==> config.mk <==
export PLATFORM = sky130hd
export DESIGN_NAME = axi_lite_pwm
export DESIGN_NICKNAME = d
export VERILOG_FILES = /design/src/rtl/axi_lite_pwm.sv
export SDC_FILE = /design/constraint.sdc
export NUM_CORES = 1
export LEC_CHECK = 0
export BUFFER_PORTS_ARGS = -buffer_cell sky130_fd_sc_hd__buf_4
export CORE_MARGIN = 10
export CORE_UTILIZATION = 25
export CTS_BUF_LIST = sky130_fd_sc_hd__clkbuf_4
export CTS_CLUSTER_SIZE = 20
export DETAILED_ROUTE_END_ITERATION = 10
export GPL_TIMING_DRIVEN = 0
export SYNTH_ARGS = -nofsm -noshare
export SYNTH_HDL_FRONTEND = slang
export SYNTH_SLANG_ARGS = --single-unit
==> constraint.sdc <==
create_clock -name clk -period 11.2 [get_ports clk]
set_clock_uncertainty 0.1 [all_clocks]
set_input_delay 1.68 -clock clk [delete_from_list [all_inputs] [get_ports clk]]
set_output_delay 1.68 -clock clk [all_outputs]
set_load 0.01 [all_outputs]
==> src/rtl/axi_lite_pwm.sv <==
// Multi-channel PWM generator behind a reduced AXI4-Lite slave (word-indexed registers).
// Define AXI_PWM_SHADOW_UPDATE_EN to buffer PERIOD/DUTY writes until each channel wraps.
module axi_lite_pwm #(
    parameter int AXI_ADDR_WIDTH  = 5,
    parameter int AXI_DATA_WIDTH  = 32,
    parameter int NUM_CHANNELS    = 4,
    parameter int REG_WIDTH       = 16,
    parameter int PRESCALER_WIDTH = 16
) (
    input  logic                      clk,
    input  logic                      rst,
    input  logic                      axi_awvalid,
    output logic                      axi_awready,
    input  logic [AXI_ADDR_WIDTH-1:0] axi_awaddr,
    input  logic                      axi_wvalid,
    output logic                      axi_wready,
    input  logic [AXI_DATA_WIDTH-1:0] axi_wdata,
    output logic                      axi_bvalid,
    input  logic                      axi_bready,
    input  logic                      axi_arvalid,
    output logic                      axi_arready,
    input  logic [AXI_ADDR_WIDTH-1:0] axi_araddr,
    output logic                      axi_rvalid,
    input  logic                      axi_rready,
    output logic [AXI_DATA_WIDTH-1:0] axi_rdata,
    input  logic                      pwm_enable,
    output logic [NUM_CHANNELS-1:0]   pwm_out
);

    logic                      r_wrAccept;
    logic                      r_bvalid;
    logic                      r_arready;
    logic                      r_rvalid;
    logic [AXI_DATA_WIDTH-1:0] r_rdata;
    logic [PRESCALER_WIDTH-1:0] r_prescale;
    logic [PRESCALER_WIDTH-1:0] r_pcnt;

    logic                      w_wrEn;
    logic                      w_tick;
    logic [AXI_DATA_WIDTH-1:0] w_readValue;
    logic                      w_unusedWdata;
    logic [NUM_CHANNELS-1:0][REG_WIDTH-1:0] w_periodRd;
    logic [NUM_CHANNELS-1:0][REG_WIDTH-1:0] w_dutyRd;

    assign axi_awready = r_wrAccept;
    assign axi_wready  = r_wrAccept;
    assign axi_bvalid  = r_bvalid;
    assign axi_arready = r_arready;
    assign axi_rvalid  = r_rvalid;
    assign axi_rdata   = r_rdata;

    assign w_wrEn        = r_wrAccept && axi_awvalid && axi_wvalid;
    assign w_unusedWdata = ^axi_wdata;

    // AW and W are accepted together only; a pending response blocks the next write.
    always_ff @(posedge clk or posedge rst) begin
        if (rst) begin
            r_wrAccept <= 1'b0;
            r_bvalid   <= 1'b0;
        end else begin
            if (r_wrAccept) begin
                r_wrAccept <= 1'b0;
            end else if (axi_awvalid && axi_wvalid && !r_bvalid) begin
                r_wrAccept <= 1'b1;
            end
            if (w_wrEn) begin
                r_bvalid <= 1'b1;
            end else if (r_bvalid && axi_bready) begin
                r_bvalid <= 1'b0;
            end
        end
    end

    always_ff @(posedge clk or posedge rst) begin
        if (rst) begin
            r_arready <= 1'b0;
            r_rvalid  <= 1'b0;
            r_rdata   <= '0;
        end else begin
            if (r_arready) begin
                r_arready <= 1'b0;
            end else if (axi_arvalid && !r_rvalid) begin
                r_arready <= 1'b1;
            end
            if (r_arready && axi_arvalid) begin
                r_rvalid <= 1'b1;
                r_rdata  <= w_readValue;
            end else if (r_rvalid && axi_rready) begin
                r_rvalid <= 1'b0;
            end
        end
    end

    always_comb begin
        w_readValue = '0;
        if (axi_araddr == '0) begin
            w_readValue = AXI_DATA_WIDTH'(r_prescale);
        end
        for (int k = 0; k < NUM_CHANNELS; k++) begin
            if (axi_araddr == AXI_ADDR_WIDTH'(2*k+1)) begin
                w_readValue = AXI_DATA_WIDTH'(w_periodRd[k]);
            end
            if (axi_araddr == AXI_ADDR_WIDTH'(2*k+2)) begin
                w_readValue = AXI_DATA_WIDTH'(w_dutyRd[k]);
            end
        end
    end

    always_ff @(posedge clk or posedge rst) begin
        if (rst) begin
            r_prescale <= '0;
        end else if (w_wrEn && axi_awaddr == '0) begin
            r_prescale <= axi_wdata[PRESCALER_WIDTH-1:0];
        end
    end

    assign w_tick = pwm_enable && (r_pcnt >= r_prescale);

    // The >= compare lets a lowered PRESCALE take effect without a long wraparound.
    always_ff @(posedge clk or posedge rst) begin
        if (rst) begin
            r_pcnt <= '0;
        end else if (!pwm_enable || r_pcnt >= r_prescale) begin
            r_pcnt <= '0;
        end else begin
            r_pcnt <= r_pcnt + PRESCALER_WIDTH'(1);
        end
    end

    for (genvar k = 0; k < NUM_CHANNELS; k++) begin : g_channel
        logic [REG_WIDTH-1:0] r_period;
        logic [REG_WIDTH-1:0] r_duty;
        logic [REG_WIDTH-1:0] r_cnt;
        logic                 r_pwm;
        logic                 w_periodWr;
        logic                 w_dutyWr;
        logic                 w_wrap;

        assign w_periodWr = w_wrEn && (axi_awaddr == AXI_ADDR_WIDTH'(2*k+1));
        assign w_dutyWr   = w_wrEn && (axi_awaddr == AXI_ADDR_WIDTH'(2*k+2));
        assign w_wrap     = w_tick && (r_cnt >= r_period);

`ifdef AXI_PWM_SHADOW_UPDATE_EN
        logic [REG_WIDTH-1:0] r_periodShadow;
        logic [REG_WIDTH-1:0] r_dutyShadow;

        always_ff @(posedge clk or posedge rst) begin
            if (rst) begin
                r_periodShadow <= '0;
                r_dutyShadow   <= '0;
            end else begin
                if (w_periodWr) r_periodShadow <= axi_wdata[REG_WIDTH-1:0];
                if (w_dutyWr)   r_dutyShadow   <= axi_wdata[REG_WIDTH-1:0];
            end
        end

        // Active copies only change at a period boundary or while stopped.
        always_ff @(posedge clk or posedge rst) begin
            if (rst) begin
                r_period <= '0;
                r_duty   <= '0;
            end else if (!pwm_enable || w_wrap) begin
                r_period <= r_periodShadow;
                r_duty   <= r_dutyShadow;
            end
        end

        assign w_periodRd[k] = r_periodShadow;
        assign w_dutyRd[k]   = r_dutyShadow;
`else
        always_ff @(posedge clk or posedge rst) begin
            if (rst) begin
                r_period <= '0;
                r_duty   <= '0;
            end else begin
                if (w_periodWr) r_period <= axi_wdata[REG_WIDTH-1:0];
                if (w_dutyWr)   r_duty   <= axi_wdata[REG_WIDTH-1:0];
            end
        end

        assign w_periodRd[k] = r_period;
        assign w_dutyRd[k]   = r_duty;
`endif

        always_ff @(posedge clk or posedge rst) begin
            if (rst) begin
                r_cnt <= '0;
                r_pwm <= 1'b0;
            end else if (!pwm_enable) begin
                r_cnt <= '0;
                r_pwm <= 1'b0;
            end else begin
                r_pwm <= (r_cnt < r_duty);
                if (w_wrap) begin
                    r_cnt <= '0;
                end else if (w_tick) begin
                    r_cnt <= r_cnt + REG_WIDTH'(1);
                end
            end
        end

        assign pwm_out[k] = r_pwm;
    end

endmodule

* Yosys cells after proc, flatten, opt, wreduce, memory -nomap -nowiden
Index checks and enable logic that the tools add are counted.
Word-level totals: input bits 50, register bits 264
Operators by class: reduce and logical (&&, ||, !) cells 30, muxes and demuxes 34, equal/unequal tests 20, order comparisons 9, $add $sub $neg 5
Operator list (number):
- $mux W32 | 8
- $mux W16 | 14
- $add A16 B1 Y16 const B | 5
- $ge A16 B16 Y1 | 5
- $lt A16 B16 Y1 | 4
- $eq A5 B3 Y1 const B | 8
- $logic_and A1 B1 Y1 | 22
- $eq A5 B2 Y1 const B | 4
- $mux W1 | 12
- $ne A3 B1 Y1 const B | 4
- $eq A5 B1 Y1 const B | 2
- $eq A5 B4 Y1 const B | 2
- $logic_not A5 Y1 | 2
- $reduce_bool A2 Y1 | 2
- $logic_not A1 Y1 | 3
- $logic_or A1 B1 Y1 | 1

* Longest topological paths before layout
Gate-level depths: netlist of the first run.
depth after elaboration 10, gate-level depth with buffers 11, depth with buffers taken out 8

* Worst setup path before layout of the first run
Ideal clock, no wire load.
path type input to register, from input port axi_araddr[1], to register r_rdata[1], in the netlist axi_rdata[1], data required time 10.968 ns, stages 7, arrival time 3.120 ns, setup time 0.132 ns, setup slack 7.848 ns, buffers on the path 2, path through buf_2 buf_2 mux4_2 a222oi_1 nand2_1 o21ai_0 a21oi_1
Between the ends: cells in the longest elaborated chain, start to end 10
Ends and longest elaborated chain:
- start, declared | line 22 | input logic [AXI_ADDR_WIDTH-1:0] axi_araddr,
- $logic_not A5 Y1 | line 96 | if (axi_araddr == '0) begin
- $mux W16 | line 96
- $mux W32 | line 100 | if (axi_araddr == AXI_ADDR_WIDTH'(2*k+1)) begin
- $mux W32 | line 103 | if (axi_araddr == AXI_ADDR_WIDTH'(2*k+2)) begin
- $mux W32 | line 100
- $mux W32 | line 103
- $mux W32 | line 100
- $mux W32 | line 103
- $mux W32 | line 100
- $mux W32 * | line 103
- end signal, assigned | line 87 | r_rdata <= w_readValue;
- end, declared | line 34 | logic [AXI_DATA_WIDTH-1:0] r_rdata;
Mark *: on every way between the ends. The rest lies on a longest branch, timed or not. A chain may end at the register's enable or synchronous reset.

* Final worst setup path of the first run
from input port pwm_enable, to register g_channel[1].r_cnt[13]
Between the ends: cells in the longest elaborated chain, start to end 4
Ends and longest elaborated chain:
- start, declared | line 26 | input logic pwm_enable,
- $logic_and A1 B1 Y1 | line 117 | assign w_tick = pwm_enable && (r_pcnt >= r_prescale);
- $logic_and A1 B1 Y1 | line 141 | assign w_wrap = w_tick && (r_cnt >= r_period);
- $mux W16 | line 194 | if (w_wrap) begin
- $mux W16 | line 189 | end else if (!pwm_enable) begin
- end signal, assigned | line 197 | r_cnt <= r_cnt + REG_WIDTH'(1);
- end, declared | line 133 | logic [REG_WIDTH-1:0] r_cnt;
Parallel ways exist; a longest one is shown, timed or not.

==> results of run 1 <==
==> cell families after synthesis <==
group                      synth area share
muxes                               0.07929
DFF                                  0.4046
and+or+nand+nor                      0.1445
other                             0.0002445
AOI/OAI and AO/OA                    0.1696
adders and majority gates            0.1183
buffers and inverters               0.07554
xor gates and xnor gates           0.007994
==> cell usage after synthesis (10+ instances only) <==
| cell | instances | share of area |
|---|---|---|
| and3_1 | 32 | 0.013 |
| mux4_2 | 12 | 0.018 |
| a2111oi_0 | 11 | 0.0063 |
| nor2_1 | 76 | 0.019 |
| ha_1 | 145 | 0.12 |
| inv_1 | 157 | 0.038 |
| dfrtp_1 | 248 | 0.40 |
| o211ai_1 | 10 | 0.0049 |
| a222oi_1 | 12 | 0.0078 |
| a21oi_1 | 60 | 0.020 |
| a41o_1 | 11 | 0.0072 |
| nand3_1 | 67 | 0.022 |
| nand4_1 | 13 | 0.0053 |
| buf_4 | 27 | 0.013 |
| a32oi_1 | 13 | 0.0074 |
| buf_2 | 17 | 0.0055 |
| a22oi_1 | 10 | 0.0049 |
| nor3_1 | 14 | 0.0046 |
| o21ai_0 | 107 | 0.035 |
| mux2_2 | 84 | 0.062 |
| a21o_1 | 15 | 0.0073 |
| clkbuf_1 | 60 | 0.015 |
| nand2_1 | 168 | 0.041 |
| or3_1 | 12 | 0.0049 |
| a221oi_1 | 15 | 0.0086 |
| o21a_1 | 19 | 0.0093 |
| o32ai_1 | 10 | 0.0057 |
==> how the worst max path moves through the flow <==
stage                    start                      to  slack (ps)  depth (start not counted)
finish              pwm_enable  g_channel[1].r_cnt[13]        7550                          6
floorplan                  rst             axi_arready        2610                          1
detailed placement  pwm_enable   g_channel[1].r_cnt[4]        6840                          6
global route        pwm_enable  g_channel[1].r_cnt[13]        7410                          6
CTS                 pwm_enable  g_channel[1].r_cnt[13]        7670                          6
global placement           rst   g_channel[0].r_cnt[9]        -350                          2
==> layer usage <==
layer,part of all wire,GRT usage
met1,0.42,0.1753
met4,0.040,0.06519
met3,0.073,0.02898
met5,0,0
met2,0.47,0.2207
==> registers in the layout, summed over array words and instances, names as in the netlist, 4 cells and up <==
register	flops
g_channel.r_period	64
r_pcnt	16
axi_rdata	16
r_prescale	16
g_channel.r_cnt	64
g_channel.r_duty	64
g_channel.r_pwm	4
==> cell type report <==
class	count	share of cell area
Sequential cell	248	0.3529
Clock inverter	17	0.005122
Multi-Input combinational cell	1097	0.4566
Inverter	157	0.03394
Clock buffer	100	0.04269
Tap cell	782	0.05563
Buffer	111	0.03237
Timing Repair Buffer	43	0.02063
Antenna cell	1	0.0001423
==> power by group <==
part,internal (mW),switching (mW)
logic,0.136,0.198
registers,0.954,0.0653
clock network,0.430,0.409
==> metrics by stage <==
step	setup WS, ps	utilization	TNS (ps)	hold slack [ps]	instances
detailed placement	6842	0.2764	0	356.7	2438
finish	7549	0.2903	0	356.3	2556
global placement	-349.9	0.2753	-80650	335.0	2436
CTS	7675	0.2903	0	357.5	2555
global route	7408	0.2903	0	374.7	2556
floorplan	2605	-	0	372.6	1613
==> worst max-delay path, delay by kind of cell <==
kind,cells,cell delay [ps]
AOI/OAI and AO/OA,1,90
buffers and inverters,5,2370
==> impl_results.md, run 1 <==
* Status: finished, final reports clean
* Power Total at between 2 and 2.5 mW
* Clk_lat worst skew at 780 ps
* Pleak at 8.175 nW
* Tmin final at 3651 ps
* Drt first pass iters at 6
* Maximum vdd drop at 0.06168 mV
* CP Class: in -> reg
* Total of max-cap violations at 0
* Crit-path max FO at 10
* Hold/Removal Path Class: reg -> reg
* Most common cell after layout, fill and taps aside: dfrtp_1
* Largest net degree at the start of global routing at 120
* Dpl cell area at 16740 µm²
* Synthesized flop and latch total at 248
* Drt drc at 0
* Vias per cell at 5.163
* Cts bufs inserted at 71
* Area grow syn2layout at 14.66%
* Num ports at a little over 90
* Hold Path Depth at 1
* Critical-path top delay cell: clkbuf_1
* Port Buf Inserts at 41
* Post-DR wirelength/cell at 19.33 µm
* Startpoint Class: input pin
* Final instance area at 17590 µm²
* Wirelength, routed at slightly below 50000 µm
* Unique masters post-synth at 77
* RSZ-0062 raised after global routing: false
* Crit-path most repeated cell: clkbuf_1
* First-pass GRT wire length at 76940 µm
* Filler Cells Inserted at between 6000 and 7000
* Row count at 90
* DPL Wire Length at 37520 µm
* Worst Path Arrival at 4160 ps
* Hold-fix buffers, CTS at 0
* Fin. Hold Viols at 0
* FF-to-FF path depth at 8
* Fraction of the cycle the final worst path needs at 0.3260
* Starting DRT DRC Count at 1339
* Commonest non-fill, non-tap cells in the layout: dfrtp_1, nand2_1, inv_1, ha_1, o21ai_0
* Die X at 267.7 µm
* Layout cells sized above 1 at 0.1794
* Yosys warning total at 0
* Cell Area, Synth at 15340 µm²
* # setup viols final at 0
* Max Slew Vio Count at 0
* CTS Root Cell: clkbuf_4
* Post-synth top flop: dfrtp_1
* Core ar. at 60580 µm²
* Reg area at around 6200 µm²
* Post-CTS Repair Setup Buffers at 0
* Setup slack, reg-to-reg at 8200 ps
* Area of the multi-input gates at 8030 µm²
* CP required at approximately 12000 ps
* Share of flip-flops with an asynchronous set or reset at 1.000
* Mapped Cells at 1598
* Number of routed nets with antenna violations at 0
* Hold Startpoint: axi_bvalid
* Initial antenna violation count at 1
* Die footprint at 71660 µm²
* Reg2reg start: g_channel[2].r_cnt[11]
* Post-synth EDFFs at 0
* Pwr/cell area at 124.6 nW/µm²
* Max Buffers Root-to-Sink at 3
* Max transition margin at 0.3551
* CP Capture Type: register
* Post_cts resized at 0
* Gpl congestion at 0.9057
* TritonCTS clock tree: yes
* Register area share after synthesis at 0.4046
* Die height at around 270 µm
* CP max stage delay at 710 ps
* Mean Syn Cell Area at between 9 and 10 µm²
* H-Tree Depth at 3
* CP Cell Sequence: clkbuf_1 > inv_1 > clkbuf_1 > clkbuf_1 > clkbuf_1 > a31oi_1
* Starting Density at 0.2532
* Clock sinks at about 250
* Total number of vias at 13196
* Final global-route overflow total at 0
* All-layer global routing usage at 0.1381
* Clk slew on worst S/H paths at around 60 ps
* Fmax at 0.2739 GHz
* Critical R2R Capture: g_channel[2].r_cnt[15]
* Vias in the first global route at 13391
* Worst Tran Pin Value at 943.0 ps
* Layout Nets at 1924
* Hold endpoint: axi_awready
Power figures use the tool's default switching activity.
==> run 2, diff against run 1 <==
Clock period 11.2 ns to 2.9 ns, I/O delays scaled along.
==> impl_results.md, run 2 (same netlist as run 1, synthesis figures left out) <==
* Status: finished, final reports clean
* Setup slack, reg-to-reg at 110 ps (-8090 ps)
* Clk_lat worst skew at 700 ps (-80 ps)
* Post-CTS Repair Setup Buffers at 0 (unchanged)
* Starting DRT DRC Count at 1255 (-6.3%)
* Dpl cells at 2442 (+0.16%)
* Setup TNS at 0 ps (unchanged)
* Area grow syn2layout at 15.87%
* Layout cells sized above 1 at 0.1853 (+0.005932)
* Vias in the first global route at 13310 (-0.60%)
* Pleak at 8.256 nW (+0.99%)
* Top flop regs: g_channel.r_cnt (64), g_channel.r_duty (64), g_channel.r_period (64)
* Row count at 90 (unchanged)
* Startpoint Class: register
* Hold Path Depth at 3 (+2)
* DP Worst Slack at -208.4 ps (-7050 ps)
* Pwr/cell area at 483.3 nW/µm² (+290%)
* Fraction of the cycle the final worst path needs at 0.9618
* Crit path from: g_channel[1].r_cnt[5]
* Max Buffers Root-to-Sink at 3 (unchanged)
* Die X at 267.7 µm (unchanged)
* Layout Nets at 1935 (+0.57%)
* Starting Density at 0.2532 (unchanged)
* CP Capture Type: register
* Worst Path Arrival at 3290 ps (-870 ps)
* Most common cell after layout, fill and taps aside: dfrtp_1
* Largest net degree at the start of global routing at 41 (-66%)
* Final WS setup at 110.7 ps (-7438 ps)
* CP required at 3410 ps (-8300 ps)
* Cts bufs inserted at 71 (unchanged)
* Worst Tran Pin Value at 936.1 ps (-6.964 ps)
* Filler Cells Inserted at 6309 (-0.90%)
* DPL Wire Length at 37910 µm (+1.0%)
* Critical R2R Capture: g_channel[1].r_cnt[10]
* Die height at 267.7 µm (unchanged)
* Hold/Removal Path Class: in -> reg
* CTS Root Cell: clkbuf_4
* Crit-path max FO at 10 (unchanged)
* # setup viols final at 0 (unchanged)
* Number of routed nets with antenna violations at 0 (unchanged)
* Max transition margin at 0.3598 (+0.004763)
* Vias per cell at 5.114 (-0.95%)
* RSZ-0062 raised after global routing: true
* All-layer global routing usage at 0.1372 (-0.0008952)
* Post-DR wirelength/cell at 19.26 µm (-0.37%)
* Die footprint at 71660 µm² (unchanged)
* CP Capture Point: g_channel[1].r_cnt[10]
* FF-to-FF path depth at 9 (+1)
* Num ports at 91 (unchanged)
* Initial antenna violation count at 1 (unchanged)
* TritonCTS clock tree: yes
* H-Tree Depth at 3 (unchanged)
* Fmax at 0.3585 GHz
* Commonest non-fill, non-tap cells in the layout: dfrtp_1, nand2_1, inv_1, ha_1, o21ai_0
* CP Class: reg -> reg
* Clk slew on worst S/H paths at 70 ps (about the same)
* Reg2reg start: g_channel[1].r_cnt[5]
* Drt drc at 0 (unchanged)
* Maximum vdd drop at 0.2400 mV (+290%)
* Clock sinks at 248 (unchanged)
* Drt first pass iters at 7 (+1)
* Tmin final at ~2800 ps
* Wirelength, routed at 49400 µm (about the same)
* Core ar. at 60580 µm² (unchanged)
* Total of max-cap violations at 0 (unchanged)
* Final global-route overflow total at 0 (unchanged)
* Total number of vias at 13117 (-0.60%)
* Port Buf Inserts at 41 (unchanged)
* Fin. Hold Viols at 0 (unchanged)
* Max Slew Vio Count at 0 (unchanged)
* Non-filler instance count after layout at 2565 (+0.35%)
* Gpl congestion at 0.9045 (-0.13%)
* First-pass GRT wire length at 76310 µm (-0.82%)
## run 2: final cells by class
type	instances	area, µm²	share of cell area
Multi-Input combinational cell	1097	8040	0.4524
Clock inverter	10	90.09	0.005069
Inverter	157	593.1	0.03337
Antenna cell	2	5.005	0.0002816
Clock buffer	104	780.7	0.04393
Buffer	110	569.3	0.03203
Sequential cell	248	6207	0.3493
Timing Repair Buffer	55	508.0	0.02858
Tap cell	782	978.4	0.05506
## run 2: critical path, stage by stage, from the launching register on
cell	delay, ps
dfrtp_2	490
ha_1	350
a2111o_1	430
a31oi_1	150
o21ai_1	120
a211oi_2	350
buf_4	240
buf_4	200
o2111ai_1	120
o211ai_1	140
## run 2: worst min path at each step
stage / start / end / slack, ps
6_report: axi_awaddr[1] / g_channel[2].r_period[10] / 90
3_5_place_dp: axi_bvalid / axi_awready / 350
3_3_place_gp: axi_bvalid / axi_awready / 340
2_1_floorplan: r_pcnt[0] / r_pcnt[0] / 370
5_1_grt: axi_awaddr[0] / g_channel[2].r_duty[10] / 70
4_1_cts: axi_awaddr[1] / g_channel[2].r_period[10] / 40
## run 2: power by group
group | leakage, nW | switching (mW) | internal [mW]
logic | 4.63 | 0.765 | 0.542
registers | 3.10 | 0.259 | 3.68
clock network | 0.519 | 1.54 | 1.79
## run 2: metrics by stage
step / util / hold slack, ps / instance area, µm² / total power [mW]
floorplan: - / 372.6 / 15400 / 4.696
CTS: 0.2931 / 42.50 / 17760 / 8.669
finish: 0.2934 / 93.78 / 17770 / 8.589
global placement: 0.2754 / 335.3 / 16680 / 5.229
global route: 0.2934 / 68.92 / 17770 / 9.037
detailed placement: 0.2774 / 346.7 / 16800 / 5.292
## run 2: per-layer routing
| metal | share of wire | vias to the layer above | global-route usage |
|---|---|---|---|
| met5 | 0 | - | 0 |
| met2 | 0.47 | 499 | 0.2261 |
| li1 | - | 6052 | - |
| met3 | 0.071 | 110 | 0.02788 |
| met1 | 0.42 | 6456 | 0.1703 |
| met4 | 0.038 | 0 | 0.06183 |
## run 2: repair_timing
item                       in CTS  in global routing
hold endpoints to repair       33                  0
gates cloned                    0                  0
resized for setup               1                  6
setup endpoints to repair      10                 12
pin swaps                       0                  0
hold buffers                    8                  0
==> run 3, diff against run 2 <==
Settings changed: REMOVE_ABC_BUFFERS from default to 1.
==> impl_results.md, run 3 (same netlist as run 1, synthesis figures left out) <==
* Status: finished, final reports clean
* Crit-path max FO at 9 (-1)
* CP Capture Point: g_channel[1].r_cnt[10]
* Num ports at 91 (unchanged)
* Drt drc at 0 (unchanged)
* Number of routed nets with antenna violations at 0 (unchanged)
* Pwr/cell area at 483.0 nW/µm² (about the same)
* Most common cell after layout, fill and taps aside: dfrtp_1
* CP Class: reg -> reg
* Gpl congestion at 0.8169 (-9.7%)
* Total of max-cap violations at 0 (unchanged)
* Worst Tran Pin Value at 1256 ps (+319.7 ps)
* Sw frac at 0.2936 (-0.005410)
* Worst Path Arrival at 3370 ps (+80 ps)
* Row count at 90 (unchanged)
* Combinational share of power at 0.149 (-0.003)
* Port Buf Inserts at 58 (+41%)
* Fmax at 0.3533 GHz (-1.4%)
* Setup TNS at 0 ps (unchanged)
* FF-to-FF path depth at 8 (-1)
* DP Worst Slack at -958.1 ps (-749.6 ps)
* Cts bufs inserted at 69 (-2.8%)
* Int Power at 6.025 mW (about the same)
* Clk pwr share at 0.395 (+0.006)
* CP required at 3440 ps (+30 ps)
* Hold/Removal Path Class: in -> reg
* Final global-route overflow total at 0 (unchanged)
* WHS at 115.7 ps (+21.96 ps)
* Fin. Hold Viols at 0 (unchanged)
* Die height at 267.7 µm (unchanged)
* Net Switching at 2.505 mW (-2.5%)
* Setup slack, reg-to-reg at 70 ps (-40 ps)
* Reg area at 6206 µm² (about the same)
* Layout cells sized above 1 at 0.1846 (-0.0007097)
* Die X at 267.7 µm (unchanged)
* Power Total at 8.530 mW (-0.69%)
* Starting Density at 0.2532 (unchanged)
* CTS Root Cell: clkbuf_4
* Maximum vdd drop at 0.1874 mV (-22%)
* Clk_lat worst skew at 750 ps (+50 ps)
* Vias in the first global route at 13107 (-1.5%)
* Crit path from: g_channel[1].r_cnt[5]
* Pleak at 8.171 nW (-1.0%)
* Die footprint at 71660 µm² (unchanged)
* # setup viols final at 0 (unchanged)
* First-pass GRT wire length at 71170 µm (-6.7%)
* Sequential share of power at 0.456 (-0.003)
* Area grow syn2layout at 15.14%
* Final instance area at 17660 µm² (-0.63%)
* All-layer global routing usage at 0.1233 (-0.01390)
* Critical R2R Capture: g_channel[1].r_cnt[10]
* Vias per cell at 5.047 (-1.3%)
* Top flop regs: g_channel.r_cnt (64), g_channel.r_duty (64), g_channel.r_period (64)
* DPL Wire Length at 31610 µm (-17%)
* Dpl cell area at 16420 µm² (-2.3%)
* Startpoint Class: register
* Filler Cells Inserted at 6278 (-0.49%)
* Post-DR wirelength/cell at 17.60 µm (-8.6%)
* Wirelength, routed at 43990 µm (-11%)
* Commonest non-fill, non-tap cells in the layout: dfrtp_1, nand2_1, inv_1, ha_1, o21ai_0
* Final WS setup at 69.91 ps (-40.80 ps)
* H-Tree Depth at 3 (unchanged)
* Hold Startpoint: axi_awaddr[1]
* Tmin final at 2830 ps (+40.80 ps)
* Max Slew Vio Count at 0 (unchanged)
* Total number of vias at 12617 (-3.8%)
* Starting DRT DRC Count at 871 (-31%)
* Fraction of the cycle the final worst path needs at 0.9759 (+0.01407)
* Initial antenna violation count at 4 (+3)
* Core ar. at 60580 µm² (unchanged)
* Layout Nets at 1863 (-3.7%)
* Clock sinks at 248 (unchanged)
* Max transition margin at 0.1619 (-0.1979)
* Largest net degree at the start of global routing at 109 (+170%)
* Max Buffers Root-to-Sink at 3 (unchanged)
* Reg2reg start: g_channel[1].r_cnt[5]
* TritonCTS clock tree: yes
* Area of the multi-input gates at 8115 µm² (+0.93%)
* CP Capture Type: register
* Drt first pass iters at 6 (-1)
* Clk slew on worst S/H paths at 70 ps (about the same)
## run 3: final cells by class
type / count / share of cell area
Multi-Input combinational cell: 1098 / 0.4595
Sequential cell: 248 / 0.3514
Tap cell: 782 / 0.05540
Timing Repair Buffer: 94 / 0.04903
Clock buffer: 106 / 0.04506
Inverter: 157 / 0.03379
Clock inverter: 9 / 0.004959
Antenna cell: 6 / 0.0008502
## run 3: repair_timing
action | CTS | global route
buffers inserted | 1 | 2
hold buffers | 25 | 0
gates resized for setup | 8 | 4
hold endpoints to repair | 255 | 0
pin swaps | 1 | 0
endpoints found under the setup margin | 53 | 29
gates cloned | 1 | 0
## run 3: how the worst min path moves through the flow
| stage | end | slack [ps] | depth (start not counted) |
|---|---|---|---|
| finish | g_channel[2].r_period[15] | 120 | 3 |
| global route | g_channel[2].r_duty[3] | 80 | 3 |
| CTS | g_channel[2].r_period[2] | 50 | 3 |
| detailed placement | axi_arready | 360 | 1 |
| global placement | axi_awready | 340 | 1 |
| floorplan | r_pcnt[0] | 370 | 1 |
## run 3: stage by stage
step                std cells    util
finish                   2500  0.2915
global route             2500  0.2915
CTS                      2492  0.2907
detailed placement       2350  0.2711
global placement         2342  0.2681
floorplan                1502       -
## run 3: power groups by stage
stage                     Clock [mW]  Sequential [mW]  Combinational, mW
after detailed placement           0             3.95               1.24
after floorplan                    0             3.92              0.668
after global placement             0             3.95               1.19
final                           3.37             3.89               1.27
after global routing            3.63             3.92               1.42
after CTS                       3.46             3.89               1.28
## run 3: critical path: stages, from the launching register on
cell,delay (ps)
dfrtp_1,510
ha_1,370
a2111o_1,410
a31oi_1,140
o21ai_1,220
a211oi_4,410
buf_4,250
o2111ai_1,130
o211ai_1,170
## run 3: per-layer routing
| metal | up-vias | global-route usage | part of all wire |
|---|---|---|---|
| met4 | 4 | 0.03939 | 0.024 |
| met5 | - | 0 | 0.00048 |
| li1 | 5913 | - | - |
| met3 | 93 | 0.03054 | 0.060 |
| met2 | 383 | 0.2061 | 0.48 |
| met1 | 6224 | 0.1532 | 0.44 |
